**src/rtl/cpu_pkg.sv**
```systemverilog
// Shared definitions for the memory arbiter: FSM state encoding and default bus widths.
package cpu_pkg;

  localparam int ADDR_W_DEF = 32;
  localparam int DATA_W_DEF = 32;

  typedef enum logic [1:0] {
    IDLE    = 2'd0,
    RESP_IF = 2'd1,
    RESP_D  = 2'd2
  } arb_state_e;

endpackage

```
**src/rtl/mem_arbiter.sv**
```systemverilog
// Two-port (fetch / load-store) arbiter onto a single-cycle-latency memory.
// Define ARB_RR_EN for round-robin on contention; default is fixed d-over-if priority.
//
// state   | meaning
// IDLE    | no response due this cycle
// RESP_IF | fetch response due this cycle (data from mem_rdata)
// RESP_D  | load data / store acknowledge due this cycle
module mem_arbiter
  import cpu_pkg::*;
#(
  parameter int ADDR_W = ADDR_W_DEF,
  parameter int DATA_W = DATA_W_DEF
) (
  input  logic                clk,
  input  logic                rst,
  input  logic                if_req,
  input  logic [ADDR_W-1:0]   if_addr,
  output logic                if_gnt,
  output logic                if_rvalid,
  output logic [DATA_W-1:0]   if_rdata,
  input  logic                d_req,
  input  logic                d_we,
  input  logic [ADDR_W-1:0]   d_addr,
  input  logic [DATA_W-1:0]   d_wdata,
  input  logic [DATA_W/8-1:0] d_be,
  output logic                d_gnt,
  output logic                d_rvalid,
  output logic [DATA_W-1:0]   d_rdata,
  output logic                mem_en,
  output logic [DATA_W/8-1:0] mem_we,
  output logic [ADDR_W-1:0]   mem_addr,
  output logic [DATA_W-1:0]   mem_wdata,
  input  logic [DATA_W-1:0]   mem_rdata
);

  arb_state_e state_q, state_d;

`ifdef ARB_RR_EN
  // Set when fetch should win the next tie, i.e. the last grant went to d.
  logic rr_if_q, rr_if_d;

  always_comb begin
    if_gnt = 1'b0;
    d_gnt  = 1'b0;
    if (!rst) begin
      if (d_req && (!if_req || !rr_if_q)) d_gnt = 1'b1;
      else if (if_req)                    if_gnt = 1'b1;
    end
    rr_if_d = rr_if_q;
    if (d_gnt)       rr_if_d = 1'b1;
    else if (if_gnt) rr_if_d = 1'b0;
  end

  always_ff @(posedge clk) begin
    if (rst) rr_if_q <= 1'b0;
    else     rr_if_q <= rr_if_d;
  end
`else
  always_comb begin
    if_gnt = 1'b0;
    d_gnt  = 1'b0;
    if (!rst) begin
      if (d_req)       d_gnt  = 1'b1;
      else if (if_req) if_gnt = 1'b1;
    end
  end
`endif

  always_comb begin
    state_d = IDLE;
    if (d_gnt)       state_d = RESP_D;
    else if (if_gnt) state_d = RESP_IF;
  end

  always_ff @(posedge clk) begin
    if (rst) state_q <= IDLE;
    else     state_q <= state_d;
  end

  always_comb begin
    mem_en    = if_gnt | d_gnt;
    mem_addr  = '0;
    mem_we    = '0;
    mem_wdata = '0;
    if (d_gnt) begin
      mem_addr = d_addr;
      if (d_we) begin
        mem_we    = d_be;
        mem_wdata = d_wdata;
      end
    end else if (if_gnt) begin
      mem_addr = if_addr;
    end
  end

  // Masking with rst drops a response that was in flight when reset hit.
  assign if_rvalid = (state_q == RESP_IF) && !rst;
  assign d_rvalid  = (state_q == RESP_D) && !rst;
  assign if_rdata  = if_rvalid ? mem_rdata : '0;
  assign d_rdata   = d_rvalid ? mem_rdata : '0;

endmodule

```
**config.mk**
```make
export PLATFORM = sky130hd
export DESIGN_NAME = mem_arbiter
export DESIGN_NICKNAME = d
export VERILOG_FILES = /design/src/rtl/cpu_pkg.sv /design/src/rtl/mem_arbiter.sv
export SDC_FILE = /design/constraint.sdc
export NUM_CORES = 1
export LEC_CHECK = 0
export ABC_AREA = 1
export BUFFER_PORTS_ARGS = -buffer_cell sky130_fd_sc_hd__buf_2
export CORE_AREA = 2 2 105 107
export DETAILED_ROUTE_END_ITERATION = 7
export DIE_AREA = 0 0 107 109
export SLEW_MARGIN = 20
export SYNTH_ARGS = -nofsm -noshare
export SYNTH_HDL_FRONTEND = slang
export SYNTH_SLANG_ARGS = --single-unit
export TNS_END_PERCENT = 50
```
**constraint.sdc**
```tcl
create_clock -name clk -period 0.92 [get_ports clk]
set_input_delay 0.184 -clock clk [delete_from_list [all_inputs] [get_ports clk]]
set_output_delay 0.184 -clock clk [all_outputs]
set_load 0.02 [all_outputs]
```
; ---- After elaboration in Yosys (flattened, before gate mapping)
; Index checks and enable logic that the tools add are counted.
[classes]
mux = 15
eq_ne = 2
bitwise_logic = 1
reduce_logical = 4
[ops]
columns = cell, n
row1 = $mux 32, 6
row2 = $mux 4, 2
row3 = $mux 1, 6
row4 = $eq 2x1->1 const B, 1
row5 = $eq 2x2->1 const B, 1
row6 = $logic_and 1x1->1, 2
row7 = $mux 2, 1
row8 = $reduce_or 2->1, 1
row9 = $logic_not 1->1, 1
row10 = $or 1x1->1, 1
[word_totals]
input_bits = 137
output_inout_bits = 137
register_bits = 2

; ---- Logic depth before layout (Yosys ltp)
[depth]
depth_word = 5
ltp_mapped = 5
depth_no_buf = 4

; ---- Worst setup path after synthesis
; Ideal clock, no wire load.
[synth_timing]
path_type = register to output
from = register state_q[0]
to = output port if_rdata[22]
t_arrival_ps = 1022
setup_slack_ps = -286
path_stages_with_launch = 6
t_required_ps = 736
cell_sequence = dfxtp_1 -> inv_1 -> nor2_1 -> nand2_4 -> buf_6 -> nor2_1
[synth_between]
elab_chain_len = 3
[synth_lines]
columns = item, line
row1 = from (decl), mem_arbiter.sv:36  ; arb_state_e state_q, state_d;
row2 = from (signal assigned), mem_arbiter.sv:77  ; else state_q <= state_d;
row3 = $eq 2x1->1, mem_arbiter.sv:97  ; assign if_rvalid = (state_q == RESP_IF) && !rst;
row4 = $logic_and 1x1->1, mem_arbiter.sv:97
row5 = $mux 32, mem_arbiter.sv:99  ; assign if_rdata = if_rvalid ? mem_rdata : '0;
row6 = to (decl), mem_arbiter.sv:20  ; output logic [DATA_W-1:0] if_rdata,
; No other way between the ends.

; ---- Final worst setup path
[layout_timing]
from = register state_q[1]
to = output port d_rdata[25]
[layout_between]
elab_chain_len = 3
[layout_lines]
columns = item, line
row1 = $eq 2x2->1, mem_arbiter.sv:98  ; assign d_rvalid = (state_q == RESP_D) && !rst;
row2 = $logic_and 1x1->1, mem_arbiter.sv:98
row3 = $mux 32, mem_arbiter.sv:100  ; assign d_rdata = d_rvalid ? mem_rdata : '0;
row4 = to (decl), mem_arbiter.sv:28  ; output logic [DATA_W-1:0] d_rdata,
; No other way between the ends.

==> impl_metrics.ini <==
[status]
status = complete, but fails checks
violations = negative setup slack

[logic_synthesis]
ys_ff_latch = 2
seq_area_frac_synth_pct = 2.75
synth_mux_area_share_pct = 0
synth_ff_type = dfxtp_1
yosysMostFrequentCell = nand2_1
ys_async_sr_fraction_pct = 0
synth_common_cells = 102 x nand2_1, 92 x nor2_1, 35 x inv_1
synth-edff-count = 0
yosysTopAreaCell = nand2_1
postSynthAreaPerCell_um2 = 4.74
synthAdderAreaFrac_pct = 0
synth_cells = 307
synth_area_leaders = nand2_1 26%, nor2_1 24%, nand4_1 14%
synth_area_um2 = 1460
synthXorXnorAreaFrac_pct = 0
synth_top_area_share_pct = 26.3
ys_warn_count = 0
synth-compound-area-share_pct = 0
ys_types = 17
synth_top_family_by_area = simple AND/OR/NAND/NOR gates
syn_nets = 444
synth_simple_gate_area_share_pct = 72.3

[detailed_routing]
vias = 3049
ant_nets = 0
first_iter_violations = 107
vias_per_cell = 4.14
routedWlPerCell_um = 12.8
drcViolationCount = 0
drt_wl_total_um = 9400
first_pass_iters = 4

[final_layout]
nNetsFinal = 735
reg_top3 = state_q: 2 flops
n_fill_cell = 1007
area_growth_pct = 239
num_antenna_cells = 0
largest_reg_flops = 2
final_cell_count_no_fill = 736
drive_gt1_share_pct = 73.2
regMostFlops = state_q

[job]
drv_cap = 0

[sta]
worst_pin_slew_ns = 0.232
period_minus_slack_ns = 1.40
final_max_slew_viol_count = 0
whs_ns = 0.174
hold_viol_final = 0
grt_setup_unrepaired = true
setup_viol = 137
finalCritPeriodShare_pct = 152
worst_slack_ns = -0.481
timing.fmax_mhz = 714
relSlewSlack_pct = 84.5

[worst_setup_path]
cp-end-kind = output pin
worstPathArrival_ns = 1.22
crit_path_start_kind = register
critPathMaxFanout = 8
cp.required_ns = 0.74
crit_type = register to output pin

[clock_network]
cts_buffer_depth = 2
hold_buffers = 0
clock-root-buffer = clkbuf_8
numCtsBuffers = 3
cts_sinks = 2
cts_tree = done
clkTransAtPathRegs_ns = 0.03
cts_max_level = 1

[placed_design]
dp_hpwl_um = 6640
gp_congestion = 0.772
dpl.cell_count = 725
portBuffers = 273

[floorplan]
dieHeight_um = 109
fp-row-count = 38
start_util_pct = 13.7
die_x_um = 107
num_io_pins = 274
dieArea_um2 = 11700
coreArea_um2 = 10600

[hold_path]
worstHoldPathType = input pin to register

[power]
ir_drop_v = 0.000290
power.density_nw_per_um2 = 474
p_leak_nw = 2.52

[grt]
grt_overflow = 0
grt_antenna_before_repair = 0
grt_start_max_net_pins = 24
grt_usage_pct = 14.0
first_global_vias = 2851
grt_pass1_wl_um = 13300
grtUsageMet1_pct = 14.2
grt_busiest_layer = met2
grt_util_met3_pct = 1.79
grt.met2_usage_pct = 29.5
==> final timing paths <==
path,start,end,slack (ns),cells after the start
max,state_q[1]$_SDFF_PP0_,d_rdata[25],-0.48,4
min,rst,state_q[1]$_SDFF_PP0_,0.17,2
==> worst max-delay path, stage by stage, from the launching register on <==
cell,delay [ns]
dfxtp_2,0.36
nand3_4,0.20
clkbuf_16,0.24
nor2_4,0.08
buf_6,0.12
==> layout by cell type, fill, tap and decap left out, drive strengths merged <==
| cell type | n |
|---|---|
| inv | 37 |
| bufbuf | 1 |
| nand2 | 103 |
| nand3 | 1 |
| nor2 | 105 |
| dfxtp | 2 |
| buf | 309 |
| clkinv | 1 |
| clkbuf | 5 |
| nand4 | 32 |
==> power by group <==
| part | leakage (nW) | switching [W] | total, W | internal, W |
|---|---|---|---|---|
| logic | 2.48 | 0.000997 | 0.00191 | 0.000910 |
| registers | 0.0172 | 0.00000472 | 0.0000973 | 0.0000926 |
| clock network | 0.0216 | 0.0000609 | 0.000337 | 0.000276 |
==> logic make-up after synthesis <==
logic type,count (synthesis)
simple gates,241
flops,2
buf+inv,64
==> layout make-up <==
cell class                 instances  area, um2  share of cell area [%]
timing repair buffer             312       2780                    56.3
sequential                         2       42.5                   0.862
inverter                          38        178                    3.60
clock buffer                       3       41.3                   0.837
multi-input combinational        241       1720                    34.9
tap                              140        175                    3.55
==> through the flow <==
step	area, um2	setup WS (ns)	utilization [%]	total power, W	TNS (ns)
after floorplan	1810	-0.134	-	0.000865	-14.68
after global placement	3490	-0.337	32.9	0.00148	-36.48
after detailed placement	3490	-0.344	32.9	0.00148	-36.89
after CTS	4510	-0.485	42.6	0.00218	-47.99
after global routing	4940	-0.535	46.6	0.00250	-53.89
final	4940	-0.481	46.6	0.00234	-45.81
==> routing by layer <==
metal	routed length, um	up-vias
met4	97	0
met1	3180	1361
met2	5420	170
li1	-	1512
met3	702	6
met5	0	-
==> timing repair <==
item / CTS / global route
cloned: 4 / 1
buffers inserted: 1 / 2
setup endpoints to repair: 138 / 137
pin swaps: 12 / 21
resized for setup: 267 / 109
Note: power is estimated with default switching activity, not from simulation.
